--- src/rtl/halton_sample_scheduler.sv ---
// Pairs base-2 (X) and base-3 (Y) Halton generator streams into 2D points behind a small FIFO.
// Optional SKIP_ORIGIN_EN drops the (0,0) pair and requests N+1 generator values.
module halton_sample_scheduler #(
    parameter int  MAP_WIDTH  = 1000,
    parameter int  FIFO_DEPTH = 4,
    localparam int VAL_W      = $clog2(MAP_WIDTH + 1)
) (
    input  logic             clk,
    input  logic             reset,
    input  logic             start_i,
    input  logic [15:0]      num_points_i,
    output logic             busy_o,
    output logic             done_o,
    output logic             err_o,
    output logic             gen_clr_o,
    output logic [15:0]      gen_num_o,
    output logic [1:0]       genx_base_o,
    output logic [1:0]       geny_base_o,
    output logic             genx_en_o,
    output logic             geny_en_o,
    input  logic [VAL_W-1:0] genx_value_i,
    input  logic [VAL_W-1:0] geny_value_i,
    input  logic [15:0]      genx_index_i,
    input  logic [15:0]      geny_index_i,
    input  logic             genx_valid_i,
    input  logic             geny_valid_i,
    output logic [VAL_W-1:0] point_x_o,
    output logic [VAL_W-1:0] point_y_o,
    output logic [15:0]      point_idx_o,
    output logic             point_valid_o,
    input  logic             point_ready_i
);

    localparam int PTR_W = $clog2(FIFO_DEPTH);
    localparam int CNT_W = PTR_W + 1;

    typedef enum logic [2:0] {
        S_IDLE,
        S_CLEAR,
        S_RUN,
        S_DRAIN,
        S_DONE
    } state_t;

    state_t state, state_nx;

    logic [15:0]      n_q;
    logic [15:0]      pair_cnt;
    logic [15:0]      gen_num_q;
    logic [15:0]      gen_num_nx;
    logic             err_q;

    logic             xf, yf;
    logic [VAL_W-1:0] xv, yv;
    logic [15:0]      xi, yi;

    logic [VAL_W-1:0] fx [FIFO_DEPTH];
    logic [VAL_W-1:0] fy [FIFO_DEPTH];
    logic [15:0]      fi [FIFO_DEPTH];
    logic [PTR_W-1:0] wptr, rptr;
    logic [CNT_W-1:0] fifo_cnt;
    logic [CNT_W-1:0] occ;

    logic start_ok;
    logic pair_full;
    logic match;
    logic skip;
    logic mism;
    logic push;
    logic pop;
    logic run_on;
    logic room;
    logic capx, capy;

    assign start_ok  = (state == S_IDLE) && start_i;
    assign pair_full = (state == S_RUN) && xf && yf;
    assign match     = pair_full && (xi == yi);
    assign mism      = pair_full && (xi != yi);

`ifdef SKIP_ORIGIN_EN
    assign skip       = match && (xi == 16'd0);
    assign gen_num_nx = (num_points_i == 16'hFFFF) ? 16'hFFFF
                                                   : num_points_i + 16'd1;
`else
    assign skip       = 1'b0;
    assign gen_num_nx = num_points_i;
`endif

    assign push = match && !skip;
    assign pop  = point_valid_o && point_ready_i;

    // A complete pair waiting to be pushed already owns a FIFO slot
    assign occ    = fifo_cnt + CNT_W'(pair_full);
    assign room   = occ < CNT_W'(FIFO_DEPTH);
    assign run_on = (state == S_RUN) && (pair_cnt != n_q);

    assign genx_en_o = run_on && !xf && room;
    assign geny_en_o = run_on && !yf && room;
    assign capx      = genx_valid_i && genx_en_o;
    assign capy      = geny_valid_i && geny_en_o;

    assign busy_o        = (state != S_IDLE);
    assign done_o        = (state == S_DONE);
    assign gen_clr_o     = (state == S_CLEAR);
    assign err_o         = err_q;
    assign gen_num_o     = gen_num_q;
    assign genx_base_o   = 2'd2;
    assign geny_base_o   = 2'd3;
    assign point_valid_o = (fifo_cnt != '0);
    assign point_x_o     = fx[rptr];
    assign point_y_o     = fy[rptr];
    assign point_idx_o   = fi[rptr];

    always_comb begin
        state_nx = state;
        unique case (state)
            S_IDLE:  if (start_i) state_nx = S_CLEAR;
            S_CLEAR: state_nx = (n_q == 16'd0) ? S_DONE : S_RUN;
            S_RUN:   if (pair_cnt == n_q) state_nx = S_DRAIN;
            S_DRAIN: if (fifo_cnt == '0) state_nx = S_DONE;
            S_DONE:  state_nx = S_IDLE;
            default: state_nx = S_IDLE;
        endcase
    end

    always_ff @(posedge clk or negedge reset) begin
        if (!reset) begin
            state     <= S_IDLE;
            n_q       <= '0;
            gen_num_q <= '0;
            err_q     <= 1'b0;
            pair_cnt  <= '0;
        end else begin
            state <= state_nx;
            if (start_ok) begin
                n_q       <= num_points_i;
                gen_num_q <= gen_num_nx;
                err_q     <= 1'b0;
            end else if (mism) begin
                err_q <= 1'b1;
            end
            if (state == S_CLEAR) pair_cnt <= '0;
            else if (push) pair_cnt <= pair_cnt + 16'd1;
        end
    end

    // Mismatched pair: the lower index can never find a partner, so it goes
    always_ff @(posedge clk or negedge reset) begin
        if (!reset) begin
            xf <= 1'b0;
            yf <= 1'b0;
            xv <= '0;
            yv <= '0;
            xi <= '0;
            yi <= '0;
        end else if (state == S_CLEAR) begin
            xf <= 1'b0;
            yf <= 1'b0;
        end else begin
            if (match) begin
                xf <= 1'b0;
                yf <= 1'b0;
            end else if (mism) begin
                if (xi < yi) xf <= 1'b0;
                else yf <= 1'b0;
            end
            if (capx) begin
                xf <= 1'b1;
                xv <= genx_value_i;
                xi <= genx_index_i;
            end
            if (capy) begin
                yf <= 1'b1;
                yv <= geny_value_i;
                yi <= geny_index_i;
            end
        end
    end

    always_ff @(posedge clk or negedge reset) begin
        if (!reset) begin
            wptr     <= '0;
            rptr     <= '0;
            fifo_cnt <= '0;
            for (int i = 0; i < FIFO_DEPTH; i++) begin
                fx[i] <= '0;
                fy[i] <= '0;
                fi[i] <= '0;
            end
        end else begin
            if (push) begin
                fx[wptr] <= xv;
                fy[wptr] <= yv;
                fi[wptr] <= xi;
                wptr     <= wptr + PTR_W'(1);
            end
            if (pop) rptr <= rptr + PTR_W'(1);
            unique case ({push, pop})
                2'b10:   fifo_cnt <= fifo_cnt + CNT_W'(1);
                2'b01:   fifo_cnt <= fifo_cnt - CNT_W'(1);
                default: fifo_cnt <= fifo_cnt;
            endcase
        end
    end

endmodule

--- config.mk ---
export PLATFORM = sky130hd
export DESIGN_NAME = halton_sample_scheduler
export DESIGN_NICKNAME = d
export VERILOG_FILES = /design/src/rtl/halton_sample_scheduler.sv
export SDC_FILE = /design/constraint.sdc
export NUM_CORES = 1
export LEC_CHECK = 0
export CAP_MARGIN = 15
export CORE_MARGIN = 1
export CORE_UTILIZATION = 50
export CTS_CLUSTER_SIZE = 40
export DETAILED_ROUTE_END_ITERATION = 8
export GPL_TIMING_DRIVEN = 0
export PLACE_DENSITY = 0.76
export SLEW_MARGIN = 20
export SYNTH_ARGS = -nofsm -noshare
export SYNTH_HDL_FRONTEND = slang
export SYNTH_SLANG_ARGS = --single-unit
--- constraint.sdc ---
create_clock -name clk -period 2.77 [get_ports clk]
set_clock_uncertainty 0.05 [all_clocks]
set_input_delay 0.554 -clock clk [delete_from_list [all_inputs] [get_ports clk]]
set_output_delay 0.554 -clock clk [all_outputs]
set_load 0.1 [all_outputs]
==> run_results.csv, run 1 <==
group,metric,value,unit
run_status,status,"completed",
power,peakVddDrop,1.079,mV
timing,min_period,2.765,ns
power,p_int,8.259,mW
clock_tree,numCtsBuffers,25,
place,gp_congestion,0.7981,
setup_path,worstReg2RegEnd,"fx[30]",
final_layout,drive_above_1_share,0.4550,
power,switching_power,4.754,mW
power,p_per_area,901.9,mW/mm²
min_path,hold-path-endpoint,"fy[32]",
timing,max_freq,361.7,MHz
synthesis,synth-seq-area-share,0.5188,
setup_path,critical_path_class,"reg2out",
drt,viasPerCell,5.480,
synthesis,yosys-top-cells-area,"dfrtp_1, mux2_4, mux2_2, mux4_2, ha_1",
final_layout,diodes,0,
clock_tree,path_clk_slew,0.06,ns
place,place_inst,1167,
final_layout,final_cells,1219,
final_layout,areaGrowthSynthToFinish,24.12,%
place,io_buffers,132,
final_layout,most-common-layout-cells,"dfrtp_1, mux2_4, mux2_2, clkdlybuf4s50_1, mux4_2",
min_path,min_path_type,"reg2reg",
synthesis,synth_edf_count,0,
place,dpl.hpwl,16110,µm
min_path,min_from,"fy[32]",
setup_path,cp_max_fo,6,
timing,slew_violations,0,
setup_path,rrSetupSlack,0.12,ns
synthesis,ys_async_sr_fraction,1.000,
drt,detail_route.drc_violations,0,
drt,drtPass1Iterations,4,
synthesis,synthFlopType,"dfrtp_1",
run,max_cap_viol_count,0,
synthesis,yosysWarnings,0,
drt,ant_nets,0,
global_route,grt_max_degree,102,
power,p_sw_frac,0.3653,
setup_path,worstRegToRegCells,8,
synthesis,synth_top_area_frac,0.5188,
die,start_util,0.5119,
global_route,grt_first_pass_wirelength,39690,µm
global_route,busiest_layer,"met2",
synthesis,syn_avg_cell_area,15.58,µm²
global_route,antenna_found_initial,0,
timing,worst_slew_pin_slew,0.9962,ns
power,power_frac_comb,0.331,
clock_tree,cts_tree,"done",
synthesis,synth_area,0.01162,mm²
global_route,use_met1,0.2940,
power,pwr-share-seq,0.377,
min_path,holdPathStages,1,
timing,finalSetupTns,0,ns
final_layout,layout_commonest_cell,"dfrtp_1",
setup_path,end_kind,"primary output",
timing,slew_headroom,0.3338,
global_route,met3_usage,0.03362,
timing,hold_violations,0,
drt,via_count,6680,
die,die_area,0.02386,mm²
synthesis,synth_cell_types,53,
drt,drtIter0Drc,274,
synthesis,yosys_register_bits,241,
final_layout,fill_cells,1674,
setup_path,critical_path.startpoint_type,"register",
clock_tree,clock_path_buffers,3,
die,boundaryPins,137,
global_route,use_met2,0.3557,
synthesis,synthCells,746,
clock_tree,htreeDepth,1,
die,rows,55,
setup_path,crit_required,2.17,ns
global_route,grt_pass1_vias,7189,
power,power_frac_clock,0.293,
die,coreArea,0.02271,mm²
clock_tree,worstSkewPairLatency,0.52,ns
clock_tree,root_buffer,"clkbuf_16",
die,die_w,154.5,µm
final_layout,layout.nets,1013,
die,die_h,154.5,µm
setup_path,worstReg2RegStart,"xi[14]",
clock_tree,cts_sinks,241,
drt,wl_per_cell,19.91,µm
synthesis,synth_area_leader_cell,"dfrtp_1",
global_route,grt-ovfl-total,0,
drt,routed_wl,24270,µm
timing,setup_viol,0,
timing,rsz0062_at_grt,"yes",
power,power.leakage,6.980,nW
global_route,grt_usage,0.2130,
setup_path,critPathArrivalTime,2.16,ns
timing,finalCritPeriodShare,0.9981,
-- registers in the layout, summed over array words and instances, names as in the netlist, 2 cells and up --
signal / cells
gen_num_o: 16
wptr: 2
yi: 16
xv: 10
fifo_cnt: 3
rptr: 2
xi: 16
fx: 40
fi: 64
pair_cnt: 16
state: 3
fy: 40
yv: 10
-- final cells by class --
| class | instances | area (µm²) | share of cell area |
|---|---|---|---|
| buffer | 34 | 409.1 | 0.02836 |
| clock buffer | 31 | 688.2 | 0.04769 |
| clock inverter | 14 | 255.2 | 0.01769 |
| inverter | 27 | 101.3 | 0.007024 |
| multi-input combinational | 443 | 5167 | 0.3581 |
| sequential | 241 | 6061 | 0.4200 |
| tap | 285 | 356.6 | 0.02471 |
| timing repair buffer | 144 | 1390 | 0.09634 |
-- logic make-up after synthesis --
kind of cell,count (synthesis),share of synthesized area
muxes,248,0.3139
DFF,241,0.5188
and+or+nand+nor,103,0.05791
buffers and inverters,64,0.04155
AOI/OAI and AO/OA,36,0.02002
xor gates and xnor gates,29,0.02185
adders and majority gates,23,0.02540
other,2,0.0006460
-- synthesized netlist by cell type, types with 2 or more instances --
| cell | count |
|---|---|
| mux4_2 | 36 |
| xnor2_1 | 20 |
| a21oi_1 | 13 |
| o21ai_0 | 8 |
| mux2_4 | 120 |
| inv_1 | 27 |
| dfrtp_1 | 241 |
| nor4_4 | 3 |
| mux2_2 | 92 |
| ha_1 | 22 |
| conb_1 | 2 |
| and3_1 | 3 |
| nor2_1 | 20 |
| nand4_1 | 13 |
| clkbuf_1 | 8 |
| buf_2 | 10 |
| o211ai_1 | 3 |
| nor2_2 | 3 |
| nand2_1 | 19 |
| nor4_1 | 5 |
| and2_1 | 3 |
| nand3_1 | 11 |
| nand2_8 | 4 |
| or3_1 | 6 |
| buf_12 | 13 |
| xor2_1 | 9 |
| buf_4 | 5 |
| or3b_2 | 2 |
-- routing by layer --
metal	up-vias	routed length (µm)
met5	-	0
met4	0	439
met3	36	1061
met2	152	11840
met1	3455	10930
li1	3037	-
-- worst max-delay path by stage --
stage               cells past startpoint  slack (ns)             end           from
floorplan                               5       -0.16       genx_en_o  gen_num_o[14]
global placement                        1      -10.13   gen_num_o[13]          reset
detailed placement                      4       -0.77  point_idx_o[0]        rptr[1]
CTS                                     4      0.0001  point_idx_o[0]        rptr[0]
global route                            6       -0.06       genx_en_o   gen_num_o[2]
finish                                  6       0.005       genx_en_o    pair_cnt[3]
-- power groups by stage --
stage / logic, mW / clock network (mW) / registers [mW]
final: 4.30 / 3.81 / 4.90
after global routing: 4.62 / 4.02 / 5.01
after CTS: 4.29 / 3.89 / 4.90
after detailed placement: 4.23 / 0 / 4.92
after global placement: 4.14 / 0 / 4.90
after floorplan: 2.33 / 0 / 5.61
-- timing repair --
item / CTS / global route
setup endpoints to repair: 44 / 142
resized for setup: 220 / 33
pin swaps: 3 / 7
setup buffers: 2 / 7
hold buffers: 1 / 0
hold endpoints to repair: 54 / 0
-- worst max-delay path: stages (launching register included) --
cell and delay, ns:
dfrtp_2 0.46, xnor2_1 0.16, nand4_1 0.15, nor4_4 0.41, or3b_4 0.24, nor2_4 0.05
buf_12 0.17
-- per-stage QoR --
step / worst slack [ns] / power [mW] / area [µm²] / hold slack [ns] / utilization
3_3_place_gp: -10.13 / 9.045 / 13350 / 0.4283 / 0.5878
2_1_floorplan: -0.1629 / 7.940 / 11670 / 0.2084 / -
5_1_grt: -0.06222 / 13.65 / 14430 / 0.4693 / 0.6354
3_5_place_dp: -0.7666 / 9.143 / 13410 / 0.4401 / 0.5904
4_1_cts: 0.00009859 / 13.07 / 14310 / 0.4553 / 0.6301
6_report: 0.005197 / 13.01 / 14430 / 0.4516 / 0.6354
No activity file was read; power rests on OpenSTA's default activity.
==> run 2, diff against run 1 <==
- SETUP_SLACK_MARGIN: not set -> 0.15
==> run 2 against run 1 <==
Largest power group unchanged. Global-route usage up 0.37 points. Cell count up 1.6%. Total power up 4.0%. Register-to-register slack improved by 0.10 ns. Hold slack got worse by 0.0018 ns. Largest cell class unchanged.
==> run_results.csv, run 2 (synthesis gave the netlist of run 1 again) <==
group,metric,value,unit
run_status,status,"completed",
clock_tree,cts_tree,"done",
timing,finalCritPeriodShare,0.9836,
final_layout,most-common-layout-cells,"dfrtp_1, mux2_4, mux2_2, clkdlybuf4s50_1, buf_12",
timing,hold_violations,0,
setup_path,crit_chain,"xnor2_1 > nand4_1 > nor4_4 > or3b_4 > nor2_4 > buf_12",
setup_path,cp_slowest_cell,"dfrtp_1",
clock_tree,clock_path_buffers,3,
final_layout,areaGrowthSynthToFinish,29.44,%
clock_tree,htreeDepth,1,
clock_tree,path_clk_slew,0.06,ns
final_layout,final_cells,1238,
clock_tree,root_buffer,"clkbuf_16",
die,boundaryPins,137,
die,die_h,154.5,µm
global_route,grt_usage,0.2167,
place,dpl.hpwl,16110,µm
global_route,use_met2,0.3596,
setup_path,end_kind,"primary output",
drt,viasPerCell,5.493,
final_layout,layout_commonest_cell,"dfrtp_1",
drt,detail_route.drc_violations,0,
global_route,grt_max_degree,102,
timing,slew_violations,0,
final_layout,layout.nets,1032,
timing,setup_viol,0,
final_layout,drive_above_1_share,0.4816,
setup_path,crit_required,2.17,ns
power,power.leakage,7.226,nW
setup_path,critical_path_class,"reg2out",
final_layout,fin_util,0.6626,
timing,timing.final.ws_setup,0.04555,ns
power,total_power,13.54,mW
timing,worst_slew_pin_slew,0.9855,ns
power,p_per_area,899.7,mW/mm²
drt,wl_per_cell,20.29,µm
setup_path,slowest_delay,0.42,ns
setup_path,critical_path.startpoint_type,"register",
clock_tree,cts_sinks,241,
place,placed_area,0.01341,mm²
global_route,grt_pass1_vias,7327,
timing,max_freq,367.0,MHz
die,coreArea,0.02271,mm²
setup_path,critPathArrivalTime,2.12,ns
place,io_buffers,132,
final_layout,stdcell_area,0.01505,mm²
place,dpl_worst_slack,-0.7666,ns
drt,drtIter0Drc,301,
global_route,grt-ovfl-total,0,
die,rows,55,
setup_path,cp_max_fo,2,
global_route,use_met1,0.2986,
run,max_cap_viol_count,0,
final_layout,reg_top3,"fi (64), fx (40), fy (40)",
drt,drtPass1Iterations,4,
global_route,antenna_found_initial,0,
timing,min_period,2.724,ns
die,start_util,0.5119,
final_layout,diodes,0,
drt,via_count,6800,
timing,slew_headroom,0.3456,
drt,routed_wl,25120,µm
final_layout,top_register,"fi",
place,place_inst,1167,
global_route,busiest_layer,"met2",
timing,rsz0062_at_grt,"yes",
drt,ant_nets,0,
die,die_w,154.5,µm
die,die_area,0.02386,mm²
place,gp_congestion,0.7981,
clock_tree,numCtsBuffers,25,
final_layout,largest_register_ffs,64,
min_path,min_path_type,"reg2reg",
global_route,grt_first_pass_wirelength,40430,µm
global_route,met3_usage,0.03614,
power,peakVddDrop,0.9020,mV
clock_tree,worstSkewPairLatency,0.52,ns
run 2: routing by layer:
| layer | vias up | wire length (µm) |
|---|---|---|
| li1 | 3085 | - |
| met1 | 3517 | 11070 |
| met2 | 159 | 12460 |
| met3 | 39 | 1105 |
| met4 | 0 | 478 |
| met5 | - | 0 |
run 2: worst max-delay path: cells and delay by family, from the launching register on:
kind / cells / cell delay [ns]
and+or+nand+nor: 4 / 0.83
buffers and inverters: 1 / 0.16
DFF: 1 / 0.42
xor gates and xnor gates: 1 / 0.18
run 2: worst paths after layout:
kind	slack [ns]	depth (start not counted)	startpoint	end
worst max register to register	0.22	8	xi[14]	fx[30]
min in group asynchronous	0.49	2	reset	xv[3]
worst max-delay path	0.05	6	pair_cnt[10]	geny_en_o
max in group asynchronous	0.94	4	reset	xi[2]
worst min-delay path	0.45	1	fy[32]	fy[32]
worst min register to register	0.45	1	fy[32]	fy[32]
run 2: final cells by class:
type / count / area [µm²]
flip-flops and latches: 241 / 6067
clock inverters: 14 / 255.2
multi-input cells: 443 / 5256
plain buffers: 37 / 513.0
repair buffers: 160 / 1804
fillers: 1615 / 7662
well taps: 285 / 356.6
clock buffers: 31 / 688.2
inverters: 27 / 106.4
run 2: timing repair:
action / CTS / global route
endpoints found under the hold margin: 54 / 0
gates resized for setup: 333 / 64
buffers inserted: 16 / 6
gates cloned: 0 / 3
pin swaps: 11 / 6
setup endpoints to repair: 182 / 146
hold buffers: 1 / 0
run 2: where the power goes:
group | internal [mW] | switching [mW] | total, mW
Combinational | 2.07 | 2.74 | 4.81
Clock | 2.41 | 1.39 | 3.81
Sequential | 4.14 | 0.776 | 4.92
Total | 8.63 | 4.91 | 13.5
run 2: per-stage QoR:
| stage | hold WS, ns | setup TNS [ns] |
|---|---|---|
| final | 0.4497 | 0 |
| after global routing | 0.4699 | -0.04991 |
| after CTS | 0.4553 | 0 |
| after detailed placement | 0.4401 | -22.26 |
| after global placement | 0.4283 | -2252.57 |
| after floorplan | 0.2084 | -0.1629 |
==> run 3, diff against run 2 <==
- RECOVER_POWER: not set -> 100
- clock period: 2.77 -> 3.4 ns (I/O delays scaled with it)
==> run 3 against run 2 <==
The run now ends with capacitance limit, slew limit left. Sequential share of layout area grew 4.2 points. Global-route usage fell by 0.53 points. Critical endpoint is now gen_clr_o. Via count fell by 2.4%. Combinational power shrank 31%. Count of clock-buffer cells in the layout unchanged. Core utilization down 6.7 points. Cell count shrank 2.1%. Critical path depth stayed put. Total power fell by 26%. Die area is the same. Routed wire length fell by 6.1%. Sequential power fell by 21%.
==> run_results.csv, run 3 (synthesis gave the netlist of run 1 again) <==
group,metric,value,unit
setup_path,worstRegToRegCells,8,
final_layout,layout.nets,1006,
timing,rsz0062_at_grt,"yes",
timing,hold_violations,0,
min_path,min_from,"fi[25]",
min_path,hold-path-endpoint,"fi[25]",
die,die_h,154.5,µm
run_status,violations,"capacitance limit, slew limit",
clock_tree,worstSkewPairLatency,0.53,ns
die,rows,55,
setup_path,critical_path_class,"reg2out",
min_path,min_path_type,"reg2reg",
global_route,grt_first_pass_wirelength,39550,µm
setup_path,critical_path.startpoint_type,"register",
timing,holdWs,0.4366,ns
setup_path,worstReg2RegEnd,"fi[63]",
clock_tree,cts_tree,"done",
place,dpl_worst_slack,-0.3962,ns
drt,detail_route.drc_violations,0,
power,p_per_area,741.2,mW/mm²
power,switching_power,3.785,mW
setup_path,critPathArrivalTime,2.51,ns
clock_tree,cts_sinks,241,
drt,ant_nets,0,
final_layout,reg_top3,"fi (64), fx (40), fy (40)",
timing,worst_slew_pin_slew,1.691,ns
setup_path,end_kind,"primary output",
power,total_power,10.03,mW
drt,via_count,6634,
power,power_frac_comb,0.330,
final_layout,diodes,0,
die,die_area,0.02386,mm²
die,die_w,154.5,µm
timing,setup_viol,0,
place,placed_area,0.01338,mm²
global_route,grt_usage,0.2113,
place,dpl.hpwl,15960,µm
power,power.leakage,6.501,nW
setup_path,rrSetupSlack,0.34,ns
global_route,grt_pass1_vias,7171,
drt,wl_per_cell,19.46,µm
timing,slew_headroom,-0.1272,
setup_path,crit_required,2.67,ns
timing,finalSetupTns,0,ns
power,p_sw_frac,0.3774,
power,p_int,6.244,mW
timing,min_period,3.240,ns
timing,max_freq,308.6,MHz
die,coreArea,0.02271,mm²
final_layout,largest_register_ffs,64,
clock_tree,holdBufCountCts,0,
clock_tree,htreeDepth,1,
setup_path,cp_max_fo,10,
drt,viasPerCell,5.474,
place,gp_congestion,0.7692,
final_layout,fill_cells,1857,
final_layout,layout_commonest_cell,"dfrtp_1",
place,io_buffers,132,
drt,drtIter0Drc,249,
power,peakVddDrop,0.8848,mV
global_route,antenna_found_initial,0,
final_layout,areaGrowthSynthToFinish,16.40,%
drt,routed_wl,23580,µm
setup_path,setup.worst_path.start,"state[1]",
drt,drtPass1Iterations,4,
clock_tree,path_clk_slew,0.06,ns
final_layout,top_register,"fi",
run_status,status,"finished, violations left",
final_layout,most-common-layout-cells,"dfrtp_1, mux2_1, mux2_2, clkdlybuf4s50_1, mux4_2",
global_route,grt-ovfl-total,0,
timing,finalCritPeriodShare,0.9531,
final_layout,fin_util,0.5959,
final_layout,drive_above_1_share,0.2977,
final_layout,final_cells,1212,
power,power_frac_clock,0.281,
clock_tree,numCtsBuffers,25,
die,boundaryPins,137,
global_route,grt_max_degree,96,
timing,timing.final.ws_setup,0.1595,ns
clock_tree,root_buffer,"clkbuf_16",
setup_path,worstReg2RegStart,"xi[14]",
final_layout,stdcell_area,0.01353,mm²
place,place_inst,1167,
timing,slew_violations,67,
clock_tree,clock_path_buffers,3,
die,start_util,0.5119,
min_path,holdPathStages,1,
run,max_cap_viol_count,1,
power,pwr-share-seq,0.390,
==> run 3: layout make-up <==
cell class                 instances  area, µm²  share of cell area
sequential                       241       6031              0.4457
multi-input combinational        443       4743              0.3505
timing repair buffer             134       1219             0.09006
clock buffer                      31      688.2             0.05086
tap                              285      356.6             0.02635
buffer                            37      237.7             0.01757
clock inverter                    14      155.1             0.01147
inverter                          27      101.3            0.007490
==> run 3: metal layers <==
layer  wire, µm  GRT usage  up-vias
met2      11050     0.3413      173
met1      10890     0.2982     3389
met3       1138    0.03418       30
met4        506    0.05658        0
li1           -          -     3042
met5          0          0        -
==> run 3: worst max-delay path by stage <==
stage | endpoint | slack [ns] | depth (start not counted)
CTS | gen_clr_o | 0.07 | 6
global placement | yi[10] | -8.69 | 1
floorplan | genx_en_o | 0.07 | 5
detailed placement | gen_clr_o | -0.40 | 6
global route | gen_clr_o | 0.07 | 6
finish | gen_clr_o | 0.16 | 6
==> run 3: power by group through the flow <==
stage / logic [mW] / registers [mW] / clock network [mW]
after floorplan: 1.90 / 4.55 / 0
after global placement: 3.37 / 3.97 / 0
after detailed placement: 3.44 / 3.99 / 0
after CTS: 3.45 / 3.95 / 2.86
after global routing: 3.55 / 4.00 / 2.97
final: 3.31 / 3.91 / 2.81
==> run 3: repair_timing <==
action	in CTS	in global routing
buffers inserted	0	0
resized for setup	154	4
endpoints found under the setup margin	39	11
cloned	0	0
==> run 3: critical path, stage by stage, from the launching register on <==
cell and delay (ns):
dfrtp_1 0.36, buf_4 0.16, or3b_2 0.46, clkbuf_1 0.24, inv_1 0.21, clkbuf_4 0.24, buf_4 0.31
